[config.mk]
export PLATFORM = sky130hd
export DESIGN_NAME = inst_mem_loader
export DESIGN_NICKNAME = d
export VERILOG_FILES = /design/src/rtl/inst_mem_loader.sv
export SDC_FILE = /design/constraint.sdc
export NUM_CORES = 1
export LEC_CHECK = 0
export ABC_AREA = 1
export CAP_MARGIN = 20
export CORE_MARGIN = 5
export CORE_UTILIZATION = 56
export CTS_BUF_LIST = sky130_fd_sc_hd__clkbuf_16
export CTS_CLUSTER_SIZE = 12
export DETAILED_ROUTE_END_ITERATION = 7
export GPL_TIMING_DRIVEN = 0
export HOLD_SLACK_MARGIN = 0.12
export PLACE_DENSITY_LB_ADDON = 0.2
export SYNTH_ARGS = -nofsm -noshare
export SYNTH_HDL_FRONTEND = slang
export SYNTH_SLANG_ARGS = --single-unit
[constraint.sdc]
create_clock -name Clk -period 3.5 [get_ports Clk]
set_clock_uncertainty 0.15 [all_clocks]
set_input_delay 0.35 -clock Clk [delete_from_list [all_inputs] [get_ports Clk]]
set_output_delay 0.35 -clock Clk [all_outputs]
set_load 0.01 [all_outputs]
[src/rtl/inst_mem_loader.sv]
// ============================================================================
// inst_mem_loader : packs 3 host words per instruction and writes them into
// one or all PE instruction memories.            Revision: 1.0
// ============================================================================
`default_nettype none

module inst_mem_loader #(
   parameter int INST_DWIDTH = 72,
   parameter int INST_AWIDTH = 10,
   parameter int HWIDTH      = 32,
   parameter int PE_NUM      = 4,
   parameter int PE_SELW     = 3
) (
   input  logic                     Clk,
   input  logic                     Resetn,
   input  logic                     Load_Start,
   input  logic [INST_AWIDTH-1:0]   Load_Base,
   input  logic [INST_AWIDTH:0]     Load_Len,
   input  logic [PE_SELW-1:0]       Load_PE_Sel,
   input  logic                     PE_Array_Busy,
   input  logic [HWIDTH-1:0]        Host_Data,
   input  logic                     Host_Valid,
   output logic                     Host_Ready,
   output logic [PE_NUM-1:0]        Inst_Wr_En,
   output logic [INST_AWIDTH-1:0]   Inst_Wr_Addr,
   output logic [INST_DWIDTH-1:0]   Inst_Wr_Data,
   output logic                     Load_Busy,
   output logic                     Load_Done,
   output logic                     Load_Err
);

   typedef enum logic [1:0] {
      S_IDLE  = 2'd0,
      S_LOAD  = 2'd1,
      S_WRITE = 2'd2,
      S_DONE  = 2'd3
   } state_t;

   localparam logic [INST_AWIDTH+1:0] DEPTH     = (INST_AWIDTH+2)'(1) << INST_AWIDTH;
   localparam logic [PE_SELW-1:0]     SEL_BCAST = PE_SELW'(PE_NUM);
   localparam logic [PE_NUM-1:0]      PE_ONE    = PE_NUM'(1);
   localparam logic [INST_AWIDTH:0]   LEN_ONE   = (INST_AWIDTH+1)'(1);

   state_t                    state_q, state_d;
   logic [INST_AWIDTH-1:0]    addr_q, addr_d;
   logic [INST_AWIDTH:0]      rem_q, rem_d;
   logic [PE_SELW-1:0]        sel_q, sel_d;
   logic [1:0]                beat_q, beat_d;
   logic [2*HWIDTH-1:0]       lo_q, lo_d;
   logic                      ready_q, ready_d;
   logic [PE_NUM-1:0]         wr_en_q, wr_en_d;
   logic [INST_AWIDTH-1:0]    wr_addr_q, wr_addr_d;
   logic [INST_DWIDTH-1:0]    wr_data_q, wr_data_d;
   logic                      busy_q, busy_d;
   logic                      done_q, done_d;
   logic                      err_q, err_d;

   logic [INST_AWIDTH+1:0]    end_sum;
   logic                      start_bad;
   logic [PE_NUM-1:0]         pe_mask;

   // End address checked two bits wider than the address so it cannot wrap.
   assign end_sum   = {2'b00, Load_Base} + {1'b0, Load_Len};
   assign start_bad = PE_Array_Busy || (Load_Len == '0) || (end_sum > DEPTH)
                      || (Load_PE_Sel > SEL_BCAST);
   assign pe_mask   = (sel_q == SEL_BCAST) ? '1 : (PE_ONE << sel_q);

   always_comb begin
      state_d   = state_q;
      addr_d    = addr_q;
      rem_d     = rem_q;
      sel_d     = sel_q;
      beat_d    = beat_q;
      lo_d      = lo_q;
      ready_d   = 1'b0;
      wr_en_d   = '0;
      wr_addr_d = wr_addr_q;
      wr_data_d = wr_data_q;
      done_d    = 1'b0;
      err_d     = 1'b0;
      case (state_q)
         S_IDLE: begin
            if (Load_Start) begin
               if (start_bad) begin
                  err_d = 1'b1;
               end else begin
                  state_d = S_LOAD;
                  addr_d  = Load_Base;
                  rem_d   = Load_Len;
                  sel_d   = Load_PE_Sel;
                  beat_d  = 2'd0;
                  ready_d = 1'b1;
               end
            end
         end
         S_LOAD: begin
            ready_d = 1'b1;
            if (Host_Valid && ready_q) begin
               case (beat_q)
                  2'd0: begin
                     lo_d[HWIDTH-1:0] = Host_Data;
                     beat_d           = 2'd1;
                  end
                  2'd1: begin
                     lo_d[2*HWIDTH-1:HWIDTH] = Host_Data;
                     beat_d                  = 2'd2;
                  end
                  default: begin
                     // Third beat: only its low bits fit above the first two words.
                     wr_en_d   = pe_mask;
                     wr_addr_d = addr_q;
                     wr_data_d = {Host_Data[INST_DWIDTH-2*HWIDTH-1:0], lo_q};
                     ready_d   = 1'b0;
                     beat_d    = 2'd0;
                     state_d   = S_WRITE;
                  end
               endcase
            end
         end
         S_WRITE: begin
            rem_d  = rem_q - LEN_ONE;
            addr_d = addr_q + 1'b1;
            if (rem_q != LEN_ONE) begin
               state_d = S_LOAD;
               ready_d = 1'b1;
            end else begin
               state_d = S_DONE;
               done_d  = 1'b1;
            end
         end
         default: begin
            state_d = S_IDLE;
         end
      endcase
      busy_d = (state_d != S_IDLE);
   end

   always_ff @(posedge Clk or negedge Resetn) begin
      if (!Resetn) begin
         state_q   <= S_IDLE;
         addr_q    <= '0;
         rem_q     <= '0;
         sel_q     <= '0;
         beat_q    <= '0;
         lo_q      <= '0;
         ready_q   <= 1'b0;
         wr_en_q   <= '0;
         wr_addr_q <= '0;
         wr_data_q <= '0;
         busy_q    <= 1'b0;
         done_q    <= 1'b0;
         err_q     <= 1'b0;
      end else begin
         state_q   <= state_d;
         addr_q    <= addr_d;
         rem_q     <= rem_d;
         sel_q     <= sel_d;
         beat_q    <= beat_d;
         lo_q      <= lo_d;
         ready_q   <= ready_d;
         wr_en_q   <= wr_en_d;
         wr_addr_q <= wr_addr_d;
         wr_data_q <= wr_data_d;
         busy_q    <= busy_d;
         done_q    <= done_d;
         err_q     <= err_d;
      end
   end

   assign Host_Ready   = ready_q;
   assign Inst_Wr_En   = wr_en_q;
   assign Inst_Wr_Addr = wr_addr_q;
   assign Inst_Wr_Data = wr_data_q;
   assign Load_Busy    = busy_q;
   assign Load_Done    = done_q;
   assign Load_Err     = err_q;

endmodule

`default_nettype wire

==> impl_metrics.toml <==
[routing]
routed_wl_um = 20900
drc = 0
vias = 7090
drtIter0Drc = 564
dr.pass1.iters = 5
drtAntennaViolNets = 0
vias_per_cell = 5.25
routedWlPerCell_um = 15.5

[grt]
antenna_found_initial = 0
grt_first_pass_wirelength_um = 33700
grt_overflow = 0
grt.total_usage_pct = 25.6
grt_pass1_vias = 6888
grt_max_degree = 115

[setup_path]
cp.required_ns = 3.66
start_kind = "input pin"
end_kind = "flip-flop"
path_max_fanout = 10
cp_data_arrival_time_ns = 2.93
worstSetupPathType = "input pin to flip-flop"

[yosys]
netlist_top_cells_area = "dfrtp_1 (56%), nand2_1 (19%), o21ai_0 (6.4%)"
netlist_area_um2 = 8070
synth_top_area_cell = "dfrtp_1"
ys_seq_area_share_pct = 56.4
synth_edf_count = 0
synth_commonest_cells = "nand2_1 (417), dfrtp_1 (182), o21ai_0 (104), inv_1 (86), nand3_1 (48)"
synthCells = 987
synthesis.nets = 1062
ys_types = 30
async_reset_ff_share_pct = 100
ys_warn_count = 0
synth_ff_type = "dfrtp_1"
ys_seq_elements = 182
synth_most_common_cell = "nand2_1"
syn_avg_cell_area_um2 = 8.18
yosysTopAreaCellShare_pct = 56.4

[die]
dieArea_um2 = 16900
initial_core_util_pct = 57.7
fp.dieH_um = 130
die_w_um = 130
num_io_pins = 151
core_area_um2 = 14000
rows = 43

[clock_network]
cts_tree = "yes"
ctsHtreeMaxLevel = 4
clock_sinks = 182
insertion_delay_ns = 0.42
cts_buffers = 17
cts_buffer_depth = 2
root_buffer = "clkbuf_16"
clk_pin_slew_ns = 0.07
post_cts.repair.setup_buffers = 0

[placement]
dp.cells = 1318
place_congestion = 0.910
dpl.hpwl_um = 14900
portBuffers = 150

[final_layout]
nets = 1233
drive_gt1_share_pct = 4.19
final-seq-area_um2 = 4550
multi_input_area_um2 = 3010
fill_cells = 1081
syn_to_final_growth_pct = 28.8
antenna_cells = 0
stdcell_count = 1350

[timing]
rsz0062_at_grt = "false"
setup_viol = 0
finalCriticalPeriod_ns = 2.77
hold_viol = 0
tightest_slew_ns = 0.572
min_period_over_period_pct = 79.1
maxSlewHeadroom_pct = 61.9
fmax_mhz = 361
slew_viol_final = 0

[power_and_ir_drop]
power_density_nw_per_um2 = 746
fin_total_pwr_mw = 7.76
leakagePower_nw = 5.36
ir_drop_uv = 386

[worst_hold_path]
hold_path_class = "input pin to async pin"

[job]
cap_violations = 0

[status]
status = "completed"
[worst max-delay path, cell delays in order]
cell and delay (ns):
clkdlybuf4s50_1 0.52, ha_1 0.24, inv_1 0.07, fa_1 0.43, inv_1 0.11, nand3_1 0.08, nand4_1 0.08, nand2_1 0.06
nor2_1 0.13, nand3_1 0.08, nor2_1 0.11, nand2_1 0.08, nand2_2 0.09, nand3b_4 0.13, buf_4 0.21, nand3_1 0.09
nand2_1 0.07
[logic make-up (layout without fill, tap and decap cells)]
logic type / Yosys count / count (layout) / share of synthesized area, %
xor gates and xnor gates: 7 / 7 / 0.759
and+or+nand+nor: 529 / 529 / 26.3
buffers and inverters: 130 / 313 / 6.37
DFF: 182 / 182 / 56.4
adders and majority gates: 14 / 14 / 2.26
AOI/OAI and AO/OA: 125 / 125 / 7.93
[flip-flops by register name (all words and copies together) (netlist names)]
signal,flops
Host_Ready,1
Inst_Wr_Addr,10
Inst_Wr_Data,72
Inst_Wr_En,4
Load_Busy,1
Load_Done,1
Load_Err,1
addr_q,10
beat_q,2
lo_q,64
rem_q,11
sel_q,3
state_q,2
[cell usage in the layout, fill, tap and decap left out, types with 4 or more instances in the layout]
| master | instances |
|---|---|
| clkdlybuf4s50_1 | 149 |
| xor2_1 | 4 |
| dfrtp_1 | 182 |
| a31oi_1 | 5 |
| nand4_1 | 8 |
| nand2_1 | 417 |
| nand3_1 | 48 |
| inv_1 | 86 |
| clkbuf_1 | 32 |
| a21oi_1 | 13 |
| clkinv_2 | 4 |
| o21ai_0 | 104 |
| ha_1 | 13 |
| nor3_1 | 7 |
| clkbuf_16 | 17 |
| nor2_1 | 40 |
[power breakdown]
part	total, mW	switching, mW	leakage, nW	internal [mW]
Sequential	3.49	0.553	2.34	2.94
Combinational	2.43	1.28	2.74	1.15
Clock	1.84	0.798	0.276	1.04
Total	7.76	2.63	5.36	5.13
[final timing paths]
kind,from,end,slack (ns),cells after the start
worst max-delay path,Load_Len[0],rem_q[8],0.73,17
worst min-delay path,Resetn,Inst_Wr_Data[41],0.31,2
worst max register to register,state_q[1],Inst_Wr_Data[26],1.22,8
worst min register to register,Inst_Wr_Data[52],Inst_Wr_Data[52],0.32,2
max in group asynchronous,Resetn,Host_Ready,1.97,3
min in group Clk,Inst_Wr_Data[52],Inst_Wr_Data[52],0.32,2
[per-layer routing]
metal  global-route usage, %  wire [um]
met1                    33.8       8740
met2                    43.2      10400
met3                    5.28       1400
met4                    7.82        394
met5                       0          0
[layout make-up]
class | instances | share of cell area [%]
inverters | 89 | 3.21
plain buffers | 41 | 1.73
clock buffers | 17 | 4.09
clock inverters | 14 | 1.29
repair buffers | 152 | 14.8
flip-flops and latches | 182 | 43.8
well taps | 180 | 2.17
multi-input cells | 675 | 28.9
[through the flow]
stage / worst slack (ns) / setup TNS, ns / utilization (%) / cell area, um2 / hold WS, ns
global placement: -5.42 / -983.55 / 70.1 / 9800 / 0.303
finish: 0.733 / 0 / 74.4 / 10400 / 0.306
detailed placement: 0.324 / 0 / 70.3 / 9830 / 0.179
global route: 0.576 / 0 / 74.4 / 10400 / 0.336
floorplan: 1.21 / 0 / - / 8070 / -0.0956
CTS: 0.766 / 0 / 74.4 / 10400 / 0.323
[what timing repair did]
action	CTS	global route
gates resized for setup	0	0
hold buffers	1	0
endpoints found under the hold margin	68	0
No activity file was read; power rests on OpenSTA's default activity.
